**src/rtl/bin_to_bcd_seq_if.sv**
```systemverilog
// Request/result bundle between a binary source and the sequential BCD converter.
interface bin_to_bcd_seq_if #(
    parameter int IN_W   = 8,
    parameter int DIGITS = 3
);
    logic                  START;
    logic [IN_W-1:0]       DATA;
    logic                  BLANK;
    logic                  BUSY;
    logic                  DONE;
    logic [4*DIGITS-1:0]   BCD;
    logic [DIGITS-1:0]     BLANK_MASK;
    logic                  OVF;

    modport master (
        output START, DATA, BLANK,
        input  BUSY, DONE, BCD, BLANK_MASK, OVF
    );

    modport slave (
        input  START, DATA, BLANK,
        output BUSY, DONE, BCD, BLANK_MASK, OVF
    );
endinterface

```
**src/rtl/bin_to_bcd_seq.sv**
```systemverilog
// Sequential double-dabble binary-to-BCD converter, one input bit per clock,
// with leading-zero blanking mask and saturation on overflow.
module bin_to_bcd_seq #(
    parameter int IN_W   = 8,
    parameter int DIGITS = 3
) (
    input  logic              CLK,
    input  logic              RST,
    bin_to_bcd_seq_if.slave   bus
);

    localparam int WORK_W = 4 * DIGITS;
    localparam int COMB_W = WORK_W + IN_W;
    localparam int CNT_W  = $clog2(IN_W + 1);
    localparam logic [WORK_W-1:0] NINES = {DIGITS{4'h9}};

    typedef enum logic [1:0] {
        IDLE = 2'd0,
        CONV = 2'd1,
        FIN  = 2'd2
    } state_t;

    state_t              state_q,  state_d;
    logic [IN_W-1:0]     shift_q,  shift_d;
    logic [WORK_W-1:0]   work_q,   work_d;
    logic [CNT_W-1:0]    cnt_q,    cnt_d;
    logic                blank_q,  blank_d;
    logic                sticky_q, sticky_d;
    logic [WORK_W-1:0]   bcd_q,    bcd_d;
    logic [DIGITS-1:0]   mask_q,   mask_d;
    logic                ovf_q,    ovf_d;

    logic [WORK_W-1:0]   work_adj;
    logic [COMB_W-1:0]   combo;
    logic [COMB_W-1:0]   combo_sh;
    logic [WORK_W-1:0]   work_sh;
    logic [IN_W-1:0]     shift_sh;
    logic                carry_out;
    logic [DIGITS-1:0]   digit_big;
    logic [DIGITS-1:0]   upper_zero;
    logic [DIGITS-1:0]   mask_calc;
    logic                final_ovf;

    // Add-3 correction on every work digit before the shift.
    generate
        for (genvar gi = 0; gi < DIGITS; gi++) begin : g_adj
            assign work_adj[4*gi +: 4] = (work_q[4*gi +: 4] >= 4'd5)
                                         ? (work_q[4*gi +: 4] + 4'd3)
                                         : work_q[4*gi +: 4];
        end
    endgenerate

    assign combo     = {work_adj, shift_q};
    assign combo_sh  = {combo[COMB_W-2:0], 1'b0};
    assign carry_out = combo[COMB_W-1];
    assign work_sh   = combo_sh[COMB_W-1:IN_W];
    assign shift_sh  = combo_sh[IN_W-1:0];

    // upper_zero[i]: digits i..DIGITS-1 of the post-shift work value are all zero.
    generate
        for (genvar gi = 0; gi < DIGITS; gi++) begin : g_digit
            assign digit_big[gi]  = (work_sh[4*gi +: 4] > 4'd9);
            assign upper_zero[gi] = (work_sh[WORK_W-1:4*gi] == '0);
            if (gi == 0) begin : g_units
                assign mask_calc[gi] = 1'b0;
            end else begin : g_upper
                assign mask_calc[gi] = blank_q & upper_zero[gi];
            end
        end
    endgenerate

    assign final_ovf = sticky_q | carry_out | (|digit_big);

    always_ff @(posedge CLK) begin
        if (RST) begin
            state_q  <= IDLE;
            shift_q  <= '0;
            work_q   <= '0;
            cnt_q    <= '0;
            blank_q  <= 1'b0;
            sticky_q <= 1'b0;
            bcd_q    <= '0;
            mask_q   <= '0;
            ovf_q    <= 1'b0;
        end else begin
            state_q  <= state_d;
            shift_q  <= shift_d;
            work_q   <= work_d;
            cnt_q    <= cnt_d;
            blank_q  <= blank_d;
            sticky_q <= sticky_d;
            bcd_q    <= bcd_d;
            mask_q   <= mask_d;
            ovf_q    <= ovf_d;
        end
    end

    always_comb begin
        state_d  = state_q;
        shift_d  = shift_q;
        work_d   = work_q;
        cnt_d    = cnt_q;
        blank_d  = blank_q;
        sticky_d = sticky_q;
        bcd_d    = bcd_q;
        mask_d   = mask_q;
        ovf_d    = ovf_q;

        case (state_q)
            IDLE: begin
                if (bus.START) begin
                    shift_d  = bus.DATA;
                    blank_d  = bus.BLANK;
                    work_d   = '0;
                    sticky_d = 1'b0;
                    cnt_d    = CNT_W'(IN_W);
                    state_d  = CONV;
                end
            end
            CONV: begin
                work_d   = work_sh;
                shift_d  = shift_sh;
                cnt_d    = cnt_q - 1'b1;
                sticky_d = sticky_q | carry_out;
                // Result registers load on the last shift so they are valid throughout FIN.
                if (cnt_q == CNT_W'(1)) begin
                    state_d  = FIN;
                    sticky_d = final_ovf;
                    ovf_d    = final_ovf;
                    bcd_d    = final_ovf ? NINES : work_sh;
                    mask_d   = final_ovf ? '0 : mask_calc;
                end
            end
            FIN: begin
                state_d = IDLE;
            end
            default: begin
                state_d = IDLE;
            end
        endcase
    end

    assign bus.BUSY       = (state_q != IDLE);
    assign bus.DONE       = (state_q == FIN);
    assign bus.BCD        = bcd_q;
    assign bus.BLANK_MASK = mask_q;
    assign bus.OVF        = ovf_q;

endmodule
```
**src/flat_wrapper.sv**
```systemverilog
// flat-port wrapper written by rule: the top's interface ports become plain ports
module bin_to_bcd_seq_flat 
#(
    parameter int IN_W   = 8,
    parameter int DIGITS = 3
)
  (CLK, RST, bus_START, bus_DATA, bus_BLANK, bus_BUSY, bus_DONE, bus_BCD, bus_BLANK_MASK, bus_OVF);
  bin_to_bcd_seq_if #(.IN_W(IN_W), .DIGITS(DIGITS)) bus_i ();
  input  logic CLK;
  input  logic RST;
  input wire logic [$bits(bus_i.START)-1:0] bus_START;
  input wire logic [$bits(bus_i.DATA)-1:0] bus_DATA;
  input wire logic [$bits(bus_i.BLANK)-1:0] bus_BLANK;
  output wire logic [$bits(bus_i.BUSY)-1:0] bus_BUSY;
  output wire logic [$bits(bus_i.DONE)-1:0] bus_DONE;
  output wire logic [$bits(bus_i.BCD)-1:0] bus_BCD;
  output wire logic [$bits(bus_i.BLANK_MASK)-1:0] bus_BLANK_MASK;
  output wire logic [$bits(bus_i.OVF)-1:0] bus_OVF;
  assign bus_i.START = bus_START;
  assign bus_i.DATA = bus_DATA;
  assign bus_i.BLANK = bus_BLANK;
  assign bus_BUSY = bus_i.BUSY;
  assign bus_DONE = bus_i.DONE;
  assign bus_BCD = bus_i.BCD;
  assign bus_BLANK_MASK = bus_i.BLANK_MASK;
  assign bus_OVF = bus_i.OVF;
  bin_to_bcd_seq #(.IN_W(IN_W), .DIGITS(DIGITS)) u_core (.CLK(CLK), .RST(RST), .bus(bus_i));
endmodule
```
**config.mk**
```make
export PLATFORM = sky130hd
export DESIGN_NAME = bin_to_bcd_seq_flat
export DESIGN_NICKNAME = d
export VERILOG_FILES = /design/src/rtl/bin_to_bcd_seq_if.sv /design/src/rtl/bin_to_bcd_seq.sv /design/src/flat_wrapper.sv
export SDC_FILE = /design/constraint.sdc
export NUM_CORES = 1
export LEC_CHECK = 0
export CORE_UTILIZATION = 35
export CTS_BUF_LIST = sky130_fd_sc_hd__clkbuf_4 sky130_fd_sc_hd__clkbuf_8
export DETAILED_ROUTE_END_ITERATION = 12
export GPL_TIMING_DRIVEN = 0
export PLACE_DENSITY = 0.59
export SYNTH_ARGS = -nofsm -noshare
export SYNTH_HDL_FRONTEND = slang
export SYNTH_SLANG_ARGS = --single-unit
export TNS_END_PERCENT = 10
```
**constraint.sdc**
```tcl
create_clock -name CLK -period 2.5 [get_ports CLK]
set_input_delay 0.75 -clock CLK [delete_from_list [all_inputs] [get_ports CLK]]
set_output_delay 0.75 -clock CLK [all_outputs]
set_load 0.005 [all_outputs]
```
==> summary.txt <==
critical path's top delay family: simple AND/OR/NAND/NOR gates
Clock Skew: 0.005015 ns
initial antenna violation count: 0
WP data arrival: 2.56 ns
sequential area share after synthesis: 39.93%
first-pass GRT wire length: 8921 um
Fillers: 610
final period utilization: 93.84%
dpl cells: 363
outcome: completed
Post-synth ARST share: 0%
Reg-to-Reg Start: u_core.work_q[4]
H-tree levels: 2
Post-synth EDFFs: 0
vias per cell: 5.267
DRC viols: 0
# rows: 28
I/O Buffers: 26
nets: 315
Critical Path, Cell by Cell: inv_1, ha_1, and2_1, o21ai_1, a32oi_2, or4_1, buf_2, o41ai_2
cell taking the most area after synthesis: dfxtp_1
GRT Overall Usage: 17.79%
wire length per cell: 13.94 um
CTS tree: built
commonest cells after routing, fill and taps aside: dfxtp_1 (43), nor2_1 (32), a21oi_1 (26), clkdlybuf4s50_1 (26), inv_1 (22)
RSZ-0062 raised after global routing: true
TritonCTS Sinks: 43
Reg clk slew, reported paths: 0.08 ns
Pleak: 0.9277 nW
worst vdd ir: 259.5 uV
combinational share of power: 12.4%
Root Buffer: clkbuf_8
Worst Path Required: 2.71 ns
die height: 80.48 um
Post-Layout Cell Count: 371
Synth top area share: 39.93%
largest cells by area after synthesis: dfxtp_1 (40%), a21oi_1 (6.0%), nor2_1 (5.6%), ha_1 (4.6%), inv_1 (3.8%)
Avg Cell Area, Syn: 8.228 um2
Total Power: 1.349 mW
Die Area: 6477 um2
Hold Worst Slack: 0.4805 ns
TritonRoute pass-1 iters: 4
Initial Util: 36.41%
Max Transition Viols Final: 0
Startpoint Class: register
DP Area: 2510 um2
routability congestion estimate: 0.8454
Critical Path End Type: register
P per Cell Area: 517.0 nW/um2
Mapped Cells: 262
number of global-route vias before repair: 1862
Post-DRT Antenna Nets: 0
final setup vio count: 0
flops & latches, synth: 43
Place WS: 0.1984 ns
Worst Tran Pin Value: 0.6564 ns
dpl hpwl: 3733 um
worst-skew pair later-pin latency: 0.30 ns
Via Count: 1954
core area: 5921 um2
fraction of layout cells with a size suffix above 1: 6.081%
NetSw: 0.3684 mW
min cycle time layout: 2.346 ns
Max-Cap Viols: 0
Register Area: 860.8 um2
critical path fanouts, max: 8
worst hold path type: register to register
area occupied by multi-input gates: 1156 um2
Buf/Inv on CP: 2
most common cell after layout, fill and taps aside: dfxtp_1
slack of the critical path: 0.1540 ns
Design Area, Final: 2609 um2
Slowest cell on crit path: or4_1
Post-Syn Nets: 282
Rel. slew slack: 56.15%
diode count: 0
P_int: 0.9803 mW
total grt overflow: 0
largest net degree at the start of global routing: 15
DRT iter0 DRCs: 143
Fin. Hold Viols: 0
fmax: 426.3 MHz
Layout area overhead: 21.01%
CTS buffer count: 5
Seq pwr share: 54.7%
setup TNS: 0 ns
Hold Startpoint: u_core.bus.BCD[6]
CP startpoint: u_core.work_q[4]
Die X: 80.48 um
cts hold-fix bufs: 0
Crit path largest cell delay: 0.53 ns
clk buf depth: 2
switching share of power: 27.32%
Cell Area, Synth: 2156 um2
Setup Crit Path Kind: register to register
Distinct cells, synth: 46
Routed WL: 5170 um
Final Core Density: 44.06%
top_reg_cell synth: dfxtp_1
Warnings, synthesis: 0
I/O pins: 30
Clock Power Share: 32.9%
## worst reg2reg max path: cells and delay by family, from the launching register on
family                     cells  cell delay [ns]
buffers and inverters          2             0.31
AOI/OAI and AO/OA              3             0.53
DFF                            1             0.46
and+or+nand+nor                2             0.71
adders and majority gates      1             0.25
## state kept, by name (all words and copies together) (netlist names)
register               count
u_core.blank_q             1
u_core.sticky_q            1
u_core.bus.BCD            12
u_core.work_q             12
u_core.state_q             2
u_core.shift_q             8
u_core.cnt_q               4
u_core.bus.OVF             1
u_core.bus.BLANK_MASK      2
## final timing paths
kind	endpoint	slack (ns)	cells after the start
max	u_core.bus.BLANK_MASK[2]	0.15	8
min	u_core.bus.BCD[6]	0.48	2
max reg2reg	u_core.bus.BLANK_MASK[2]	0.15	8
min reg2reg	u_core.bus.BCD[6]	0.48	2
## cells by family after synthesis
group                      synth area share (%)
and+or+nand+nor                           18.05
muxes                                     1.857
other                                    0.1739
buffers and inverters                     6.848
xor gates and xnor gates                  1.625
AOI/OAI and AO/OA                         26.87
adders and majority gates                 4.643
DFF                                       39.93
## power groups by stage
stage                     registers (mW)  clock network (mW)  logic [mW]
after floorplan                    0.747                   0       0.108
after global placement             0.753                   0       0.168
after detailed placement           0.754                   0       0.168
after CTS                          0.737               0.456       0.168
after global routing               0.742               0.478       0.191
final                              0.737               0.444       0.168
## per-layer routing
layer  up-vias  global-route usage [%]  part of all wire (%)  routed length, um
met5         -                       0                     0                  0
met4         0                   3.571                  0.62                 32
met3         6                   3.864                   3.6                187
met2        43                   29.92                    48               2503
met1       908                   23.19                    47               2446
li1        997                       -                     -                  -
## cell usage after synthesis (3+ instances only)
cell,number
inv_1,22
ha_1,8
xnor2_1,3
o22ai_1,7
a311oi_1,6
dfxtp_1,43
clkbuf_1,14
o21ai_0,13
and2_1,3
a22oi_1,7
o32ai_1,6
a211oi_1,4
mux2i_1,4
nor3b_1,5
nand3b_1,4
nor3_1,4
nand2_1,16
nand2b_1,5
nor2b_1,3
nor2_1,32
a21oi_1,26
## cell type report
type / count / share of cell area [%]
Buffer: 16 / 2.542
Clock buffer: 5 / 2.638
Clock inverter: 3 / 0.7674
Inverter: 22 / 3.165
Multi-Input combinational cell: 181 / 44.32
Sequential cell: 43 / 33.00
Tap cell: 75 / 3.597
Timing Repair Buffer: 26 / 9.976
## repair_timing
| item | 4_1_cts | 5_1_grt |
|---|---|---|
| endpoints found under the hold margin | 0 | 0 |
| buffers inserted | 0 | 0 |
| endpoints found under the setup margin | 0 | 4 |
| resized for setup | 0 | 3 |
No activity file was read; power rests on OpenSTA's default activity.
